### src/rtl/led_pattern_shifter.sv
// rtl/led_pattern_shifter.sv - four-pattern LED shift display with selectable speed
// Switch inputs are double-synchronised; a MODE/Select change restarts the pattern from phase 0.
module led_pattern_shifter #(
  parameter int N_LED  = 8,
  parameter int DIV_S0 = 25000000,
  parameter int DIV_S1 = 2500000,
  parameter int DIV_S2 = 250000,
  parameter int DIV_S3 = 25000
) (
  input  logic             clk,
  input  logic             reset,
  input  logic [1:0]       Select,
  input  logic [1:0]       MODE,
  input  logic             dir,
  input  logic             hold,
  output logic [N_LED-1:0] LED,
  output logic             step,
  output logic             wrap
);

  localparam int DMAX01 = (DIV_S0 > DIV_S1) ? DIV_S0 : DIV_S1;
  localparam int DMAX23 = (DIV_S2 > DIV_S3) ? DIV_S2 : DIV_S3;
  localparam int DMAX   = (DMAX01 > DMAX23) ? DMAX01 : DMAX23;
  localparam int CW     = (DMAX > 1) ? $clog2(DMAX) : 1;
  localparam int KW     = $clog2(2 * N_LED);

  logic [1:0]       sel_s1, sel_s2, sel_d;
  logic [1:0]       mode_s1, mode_s2, mode_d;
  logic             dir_s1, dir_s2;
  logic             hold_s1, hold_s2;
  logic [CW-1:0]    cnt, cnt_last;
  logic [KW-1:0]    k, k_last;
  logic [N_LED-1:0] pat, led_next;
  logic             restart, tick, phase_end;
  int               kv;

  always_comb begin
    cnt_last = '0;
    case (sel_s2)
      2'd0:    cnt_last = CW'(DIV_S0 - 1);
      2'd1:    cnt_last = CW'(DIV_S1 - 1);
      2'd2:    cnt_last = CW'(DIV_S2 - 1);
      default: cnt_last = CW'(DIV_S3 - 1);
    endcase
  end

  // Last legal phase of each pattern; k is cleared on every mode change so it never exceeds this.
  always_comb begin
    k_last = '0;
    case (mode_s2)
      2'd0:    k_last = KW'(N_LED - 1);
      2'd1:    k_last = KW'(2 * N_LED - 1);
      2'd2:    k_last = KW'(2 * N_LED - 3);
      default: k_last = KW'((N_LED + 1) / 2 - 1);
    endcase
  end

  assign kv        = int'(k);
  assign restart   = (sel_s2 != sel_d) || (mode_s2 != mode_d);
  assign tick      = !hold_s2 && (cnt == cnt_last);
  assign phase_end = (k == k_last);

  always_comb begin
    pat = '0;
    for (int i = 0; i < N_LED; i++) begin
      case (mode_s2)
        2'd0:    pat[i] = (i == kv);
        2'd1:    pat[i] = (kv < N_LED) ? (i <= kv) : (i < 2 * N_LED - 1 - kv);
        2'd2:    pat[i] = (kv < N_LED) ? (i == kv) : (i == 2 * N_LED - 2 - kv);
        default: pat[i] = (i == kv) || (i == N_LED - 1 - kv);
      endcase
    end
  end

  always_comb begin
    led_next = '0;
    for (int i = 0; i < N_LED; i++) begin
      led_next[i] = dir_s2 ? pat[N_LED-1-i] : pat[i];
    end
  end

  always_ff @(posedge clk or negedge reset) begin
    if (!reset) begin
      sel_s1  <= '0;
      sel_s2  <= '0;
      sel_d   <= '0;
      mode_s1 <= '0;
      mode_s2 <= '0;
      mode_d  <= '0;
      dir_s1  <= 1'b0;
      dir_s2  <= 1'b0;
      hold_s1 <= 1'b0;
      hold_s2 <= 1'b0;
    end else begin
      sel_s1  <= Select;
      sel_s2  <= sel_s1;
      sel_d   <= sel_s2;
      mode_s1 <= MODE;
      mode_s2 <= mode_s1;
      mode_d  <= mode_s2;
      dir_s1  <= dir;
      dir_s2  <= dir_s1;
      hold_s1 <= hold;
      hold_s2 <= hold_s1;
    end
  end

  // Restart wins over hold and over a coincident tick.
  always_ff @(posedge clk or negedge reset) begin
    if (!reset) begin
      cnt  <= '0;
      k    <= '0;
      LED  <= '0;
      step <= 1'b0;
      wrap <= 1'b0;
    end else if (restart) begin
      cnt  <= '0;
      k    <= '0;
      LED  <= '0;
      step <= 1'b0;
      wrap <= 1'b0;
    end else if (hold_s2) begin
      step <= 1'b0;
      wrap <= 1'b0;
    end else if (tick) begin
      cnt  <= '0;
      k    <= phase_end ? '0 : k + KW'(1);
      LED  <= led_next;
      step <= 1'b1;
      wrap <= phase_end;
    end else begin
      cnt  <= cnt + CW'(1);
      step <= 1'b0;
      wrap <= 1'b0;
    end
  end

endmodule

### config.mk
export PLATFORM = sky130hd
export DESIGN_NAME = led_pattern_shifter
export DESIGN_NICKNAME = d
export VERILOG_FILES = /design/src/rtl/led_pattern_shifter.sv
export SDC_FILE = /design/constraint.sdc
export NUM_CORES = 1
export LEC_CHECK = 0
export ABC_CLOCK_PERIOD_IN_PS = 3500
export CORE_ASPECT_RATIO = 0.9
export CORE_MARGIN = 3
export CORE_UTILIZATION = 50
export CTS_CLUSTER_DIAMETER = 120
export DETAILED_ROUTE_END_ITERATION = 10
export DONT_BUFFER_PORTS = 1
export GPL_ROUTABILITY_DRIVEN = 0
export GPL_TIMING_DRIVEN = 0
export SLEW_MARGIN = 20
export SYNTH_ARGS = -nofsm -noshare
export SYNTH_HDL_FRONTEND = slang
export SYNTH_SLANG_ARGS = --single-unit
### constraint.sdc
create_clock -name clk -period 3.5 [get_ports clk]
set_clock_uncertainty 0.05 [all_clocks]
set_input_delay 0.7 -clock clk [delete_from_list [all_inputs] [get_ports clk]]
set_output_delay 0.7 -clock clk [all_outputs]
set_load 0.02 [all_outputs]
# Yosys cells after proc, flatten, opt, wreduce, memory -nomap -nowiden
# Cells that the tools add are included.
# W data, S select, Z words.
# totals
in_bits	8
reg_bits	55
out_inout_bits	10
elab_cells	135
# classes
add_sub_neg	5
n_lt_le_gt_ge	17
n_reduce_logical	18
eq_ne	30
n_mux	50
# op_table
cell	count
$logic_not A32 Y1	3
$mux W25	3
$pmux W25 S3	1
$eq A4 B5 Y1 const A	8
$mux W1	30
$add A25 B1 Y25 const B	1
$eq A25 B25 Y1	1
$mux W8	3
$pmux W1 S3	8
$eq A3 B5 Y1 const A	4
$lt A4 B5 Y1 const A	4
$eq A4 B4 Y1 const A	4
$le A3 B4 Y1 const A	4
$mux W4	4
$pmux W4 S3	1
$eq A2 B5 Y1 const A	2
$lt A3 B5 Y1 const A	2
$sub A4 B4 Y5 const A	2
$logic_or A1 B1 Y1	9
$eq A3 B4 Y1 const A	2
$le A1 B4 Y1 const A	2
$le A2 B4 Y1 const A	2
$lt A1 B5 Y1 const A	1
$lt A2 B5 Y1 const A	1
14 further kinds	18

# Logic depth before layout (Yosys ltp)
# depth
word_depth	8
depth_mapped	9
depth_no_buf	8

# Worst setup path after synthesis
# Ideal clock, no wire load.
# synth_timing
path_type	flip-flop to flip-flop
from	register sel_s2[1]
to	register LED[1]
n_path_buf	1
setup_ns	0.122
setup_slack_ns	1.067
synth_period_minus_slack_ns	2.433
stages_incl_launch_ff	10
t_arrival_ns	2.262
required_ns	3.328
path_cell_list	dfrtp_1 inv_1 ha_1 or4b_1 a211oi_1 o2111a_2 nand3_2 and2_4 buf_6 a32o_1
# synth_via
elab_chain_cells	6
word_cells_on_any_way	12
cone_classes	5 x eq/ne; 2 x mux; 5 x reduce/logical
# synth_rtl
element	line_no	text
from (decl)	27	logic [1:0] sel_s1, sel_s2, sel_d;
from (signal assigned)	96	sel_s2 <= sel_s1;
$eq A2 B2 Y1, or another cell as far along	39	case (sel_s2)
$pmux W25 S3	39	
$eq A25 B25 Y1	60	assign tick = !hold_s2 && (cnt == cnt_last);
$logic_and A1 B1 Y1	60	
$reduce_bool A2 Y1 (no line)	-	
$reduce_and A2 Y1 (no line)	-	
to (signal assigned)	128	LED <= led_next;
to (decl)	16	output logic [N_LED-1:0] LED,
# Several ways; a longest one is shown, not always the timed one.
# A chain may end at the register's enable or synchronous reset.

# Worst setup path after layout
# layout_timing
from	register k[0]
to	register LED[2]
# layout_via
elab_chain_cells	8
word_cells_on_any_way	26
cone_classes	3 x add/sub; 5 x order compare; 6 x eq/ne; 10 x mux; 2 x reduce/logical
# layout_rtl
element	line_no	text
from (decl)	32	logic [KW-1:0] k, k_last;
from (signal assigned)	127	k <= phase_end ? '0 : k + KW'(1);
$sub A4 B4 Y5, or another cell as far along	68	2'd1: pat[i] = (kv < N_LED) ? (i <= kv) : (i < 2 * N_LED - 1 - kv);
$lt A3 B5 Y1, or another cell as far along	68	
$mux W1, or another cell as far along	68	
$pmux W1 S3	66	case (mode_s2)
$mux W1 (*)	78	led_next[i] = dir_s2 ? pat[N_LED-1-i] : pat[i];
$mux W8 (*)	125	end else if (tick) begin
$mux W8 (*)	122	end else if (hold_s2) begin
$mux W8 (*)	116	end else if (restart) begin
# Every way passes the cells marked *; elsewhere a longest branch is shown, timed or not. The select of a mux whose other input is x is not followed.

==> metrics <==
leakage=0.00146 uW; Worst path slowest cell=nor4_1; GR Overflow Total=0; Max-slew headroom=0.427; dpl hpwl=4860 um; Post-Place Worst Slack=0.681 ns; DRC=0; CP required=3.66 ns; Syn Inst Count=around 330; top cell type by total area after synthesis=dfrtp_1; Max Cap Violations=0; critical path cell sequence=clkbuf_1, inv_1, ha_1, nor4_1, o32ai_1, nor4_1, mux2i_1, a32o_1; CTS tree=built; Post-synth top cells=dfrtp_1 (55), nor2_1 (32), xor2_1 (27); vias in the first global route=2243; first-pass GRT wire length=around 11000 um; drt wl/cell=15.7 um; Final Setup Violations=0; Syn Area/Cell=9.71 um^2; Max VDD drop=0.000261 V; FF-to-FF setup slack=0.59 ns; Peak Freq=between 300 and 400 MHz; Yosys Warn Count=0; crit path DAT=3.07 ns; utilization after layout=0.560; area of the multi-input gates=roughly 0.0017 mm^2; final wirelength=6720 um; Max Fanout on Critical Path=9; Post-synth EDFFs=0; post-synthesis compound-gate area fraction=0.141; Register Area=0.00138 mm^2; flops & latches, synth=55; count leader, synth=dfrtp_1; die width=90.6 um; Yosys top cell area share=0.427; FF-to-FF End=LED[2]; post-synthesis cell type count=54; total power=1110 uW; Adder-Cell Fraction of Synth Area=0.0738; Buf+Inv Stages, Crit Path=2; cell family with most CP delay=simple AND/OR/NAND/NOR gates; Layout Nets=367; startpoint types=flop; worst-margin pin slew=0.852 ns; fin worst setup slack=0.594 ns; H-Tree Depth=2; Initial DRC Count=187; Synth area leaders=dfrtp_1 (43%), ha_1 (7.4%), xor2_1 (7.3%), nor2_1 (3.7%), a21oi_1 (2.5%); DRT antenna net count=0; Hold Vio Cnt, Final=0; Global Route Usage Sum=0.193; hold crit path type=input pin to asynchronous set/reset pin; deepest clock path buffer count=2; Post-synth ARST share=1.00; period utilisation layout=0.830; RSZ-0062 raised after global routing=no; Mapped Area=approximately 0.0032 mm^2; worst setup path end=LED[2]; CP max stage delay=~0.56 ns; Vias per Instance=5.81; Die Y=82.2 um; worst r2r path cells=8; CP startpoint=k[0]; Pwr Density=319 mW/mm^2; crit path kind=flop to flop; initial antenna violation count=0; multiplexer share of the synthesized area=0.0256; Min Hold Slack=0.0335 ns; TritonCTS Sinks=55; clock-pin slew on the worst setup and hold paths=0.11 ns; fill cell count=~550; root buffer cell=clkbuf_8; Syn-to-layout area delta=7.41%; via count=2486; First-pass DRT Iterations=5; syn nets=approximately 360; Inserted Diodes=0; largest net degree at the start of global routing=between 50 and 60; initial core utilization=0.521; IO Pins=18; Seq/Total Area, Yosys=0.427; CTS Buf Count=5; num rows=27; largest family of logic cells by synthesized area=simple AND/OR/NAND/NOR gates; synthesized-area fraction occupied by xor and xnor cells=0.0842; status=finished, final reports clean; Synth Area in Simple Gates=0.208; prevailing post-synth register cell=dfrtp_1; Top cell by count, worst path=nor4_1; Skew-Pair Late Insertion Delay=0.31 ns; r2r startpoint=k[0]; Core ar.=0.00618 mm^2; Levels on crit path=8; Slew Limit Fails=0; I/O Buffers=0; Crit. End Element=flop; min cycle time layout=2.91 ns; final setup TNS=0 ns; DIE AREA=around 0.0074 mm^2; postcts setup bufs=0; proportion of layout cells with a drive suffix above 1=0.0821
per-layer routing:
| layer | share of wire | GRT usage |
|---|---|---|
| met1 | 0.52 | 0.306 |
| met5 | 0 | 0 |
| met4 | 0.0091 | 0.0505 |
| met3 | 0.069 | 0.0426 |
| met2 | 0.40 | 0.261 |
worst min path at each step:
stage	from	endpoint
final	reset	cnt[0]
after global routing	reset	cnt[0]
after CTS	reset	cnt[19]
after detailed placement	mode_s1[1]	mode_s2[1]
after global placement	sel_s1[0]	sel_s2[0]
after floorplan	dir_s1	dir_s2
sequential cells by signal (all words and copies together) (netlist names):
register and flops:
wrap 1, sel_s2 2, cnt 25, step 1, hold_s1 1, mode_s2 2
hold_s2 1, sel_d 2, dir_s2 1, sel_s1 2, dir_s1 1, k 4
mode_s1 2, LED 8, mode_d 2
layout make-up:
class / count / share of cell area
Clock inverter: 3 / 0.00976
Multi-Input combinational cell: 248 / 0.496
Inverter: 11 / 0.0119
Clock buffer: 5 / 0.0199
Buffer: 18 / 0.0253
Tap cell: 87 / 0.0314
Timing Repair Buffer: 1 / 0.00795
Sequential cell: 55 / 0.398
repair_timing:
action	in CTS	in global routing
resized for setup	0	0
hold buffers	0	1
setup endpoints to repair	0	0
hold endpoints to repair	0	47
where the power goes:
part | internal, uW | switching, uW | leakage, uW | total [uW]
Combinational | 29.5 | 50.5 | 0.000679 | 80.0
Sequential | 645 | 8.48 | 0.000731 | 653
Clock | 151 | 222 | 0.0000515 | 373
Total | 825 | 281 | 0.00146 | 1110
stage by stage:
step           std cells  instance area (um^2)
2_1_floorplan        332                  3220
3_3_place_gp         419                  3330
3_5_place_dp         419                  3330
4_1_cts              427                  3430
5_1_grt              428                  3460
6_report             428                  3460
logic make-up (layout without fill, tap and decap cells):
group           after synthesis  in the layout
compound gates               66             66
flops                        55             55
fa+ha+maj                    19             19
buf+inv                      29             38
xor+xnor                     31             31
simple gates                124            124
mux                           8              8
worst reg2reg max path, delay by kind of cell, from the launching register on:
kind | cells | cell delay, ns
adders and majority gates | 1 | 0.34
and+or+nand+nor | 2 | 0.91
muxes | 1 | 0.15
buffers and inverters | 2 | 0.51
DFF | 1 | 0.43
AOI/OAI and AO/OA | 2 | 0.43
cells in the final DEF (no fill, tap or decap), types with 3 or more instances in the layout:
cell type	count
nor4_1	3
and3_1	8
nor2_1	32
dfrtp_1	55
xor2_1	27
buf_2	4
nand4_1	10
a21oi_1	16
nand2_1	16
nor3_1	4
a211oi_1	3
buf_1	3
inv_1	11
and2_1	4
nand3_1	16
a32o_1	4
clkbuf_1	8
nand2b_1	5
o211ai_1	4
and4_1	5
nor2b_1	7
o2bb2ai_1	4
ha_1	19
mux2i_1	6
o21ai_0	12
clkbuf_8	5
xnor2_1	4
a22oi_1	4
Note: power is estimated with default switching activity, not from simulation.
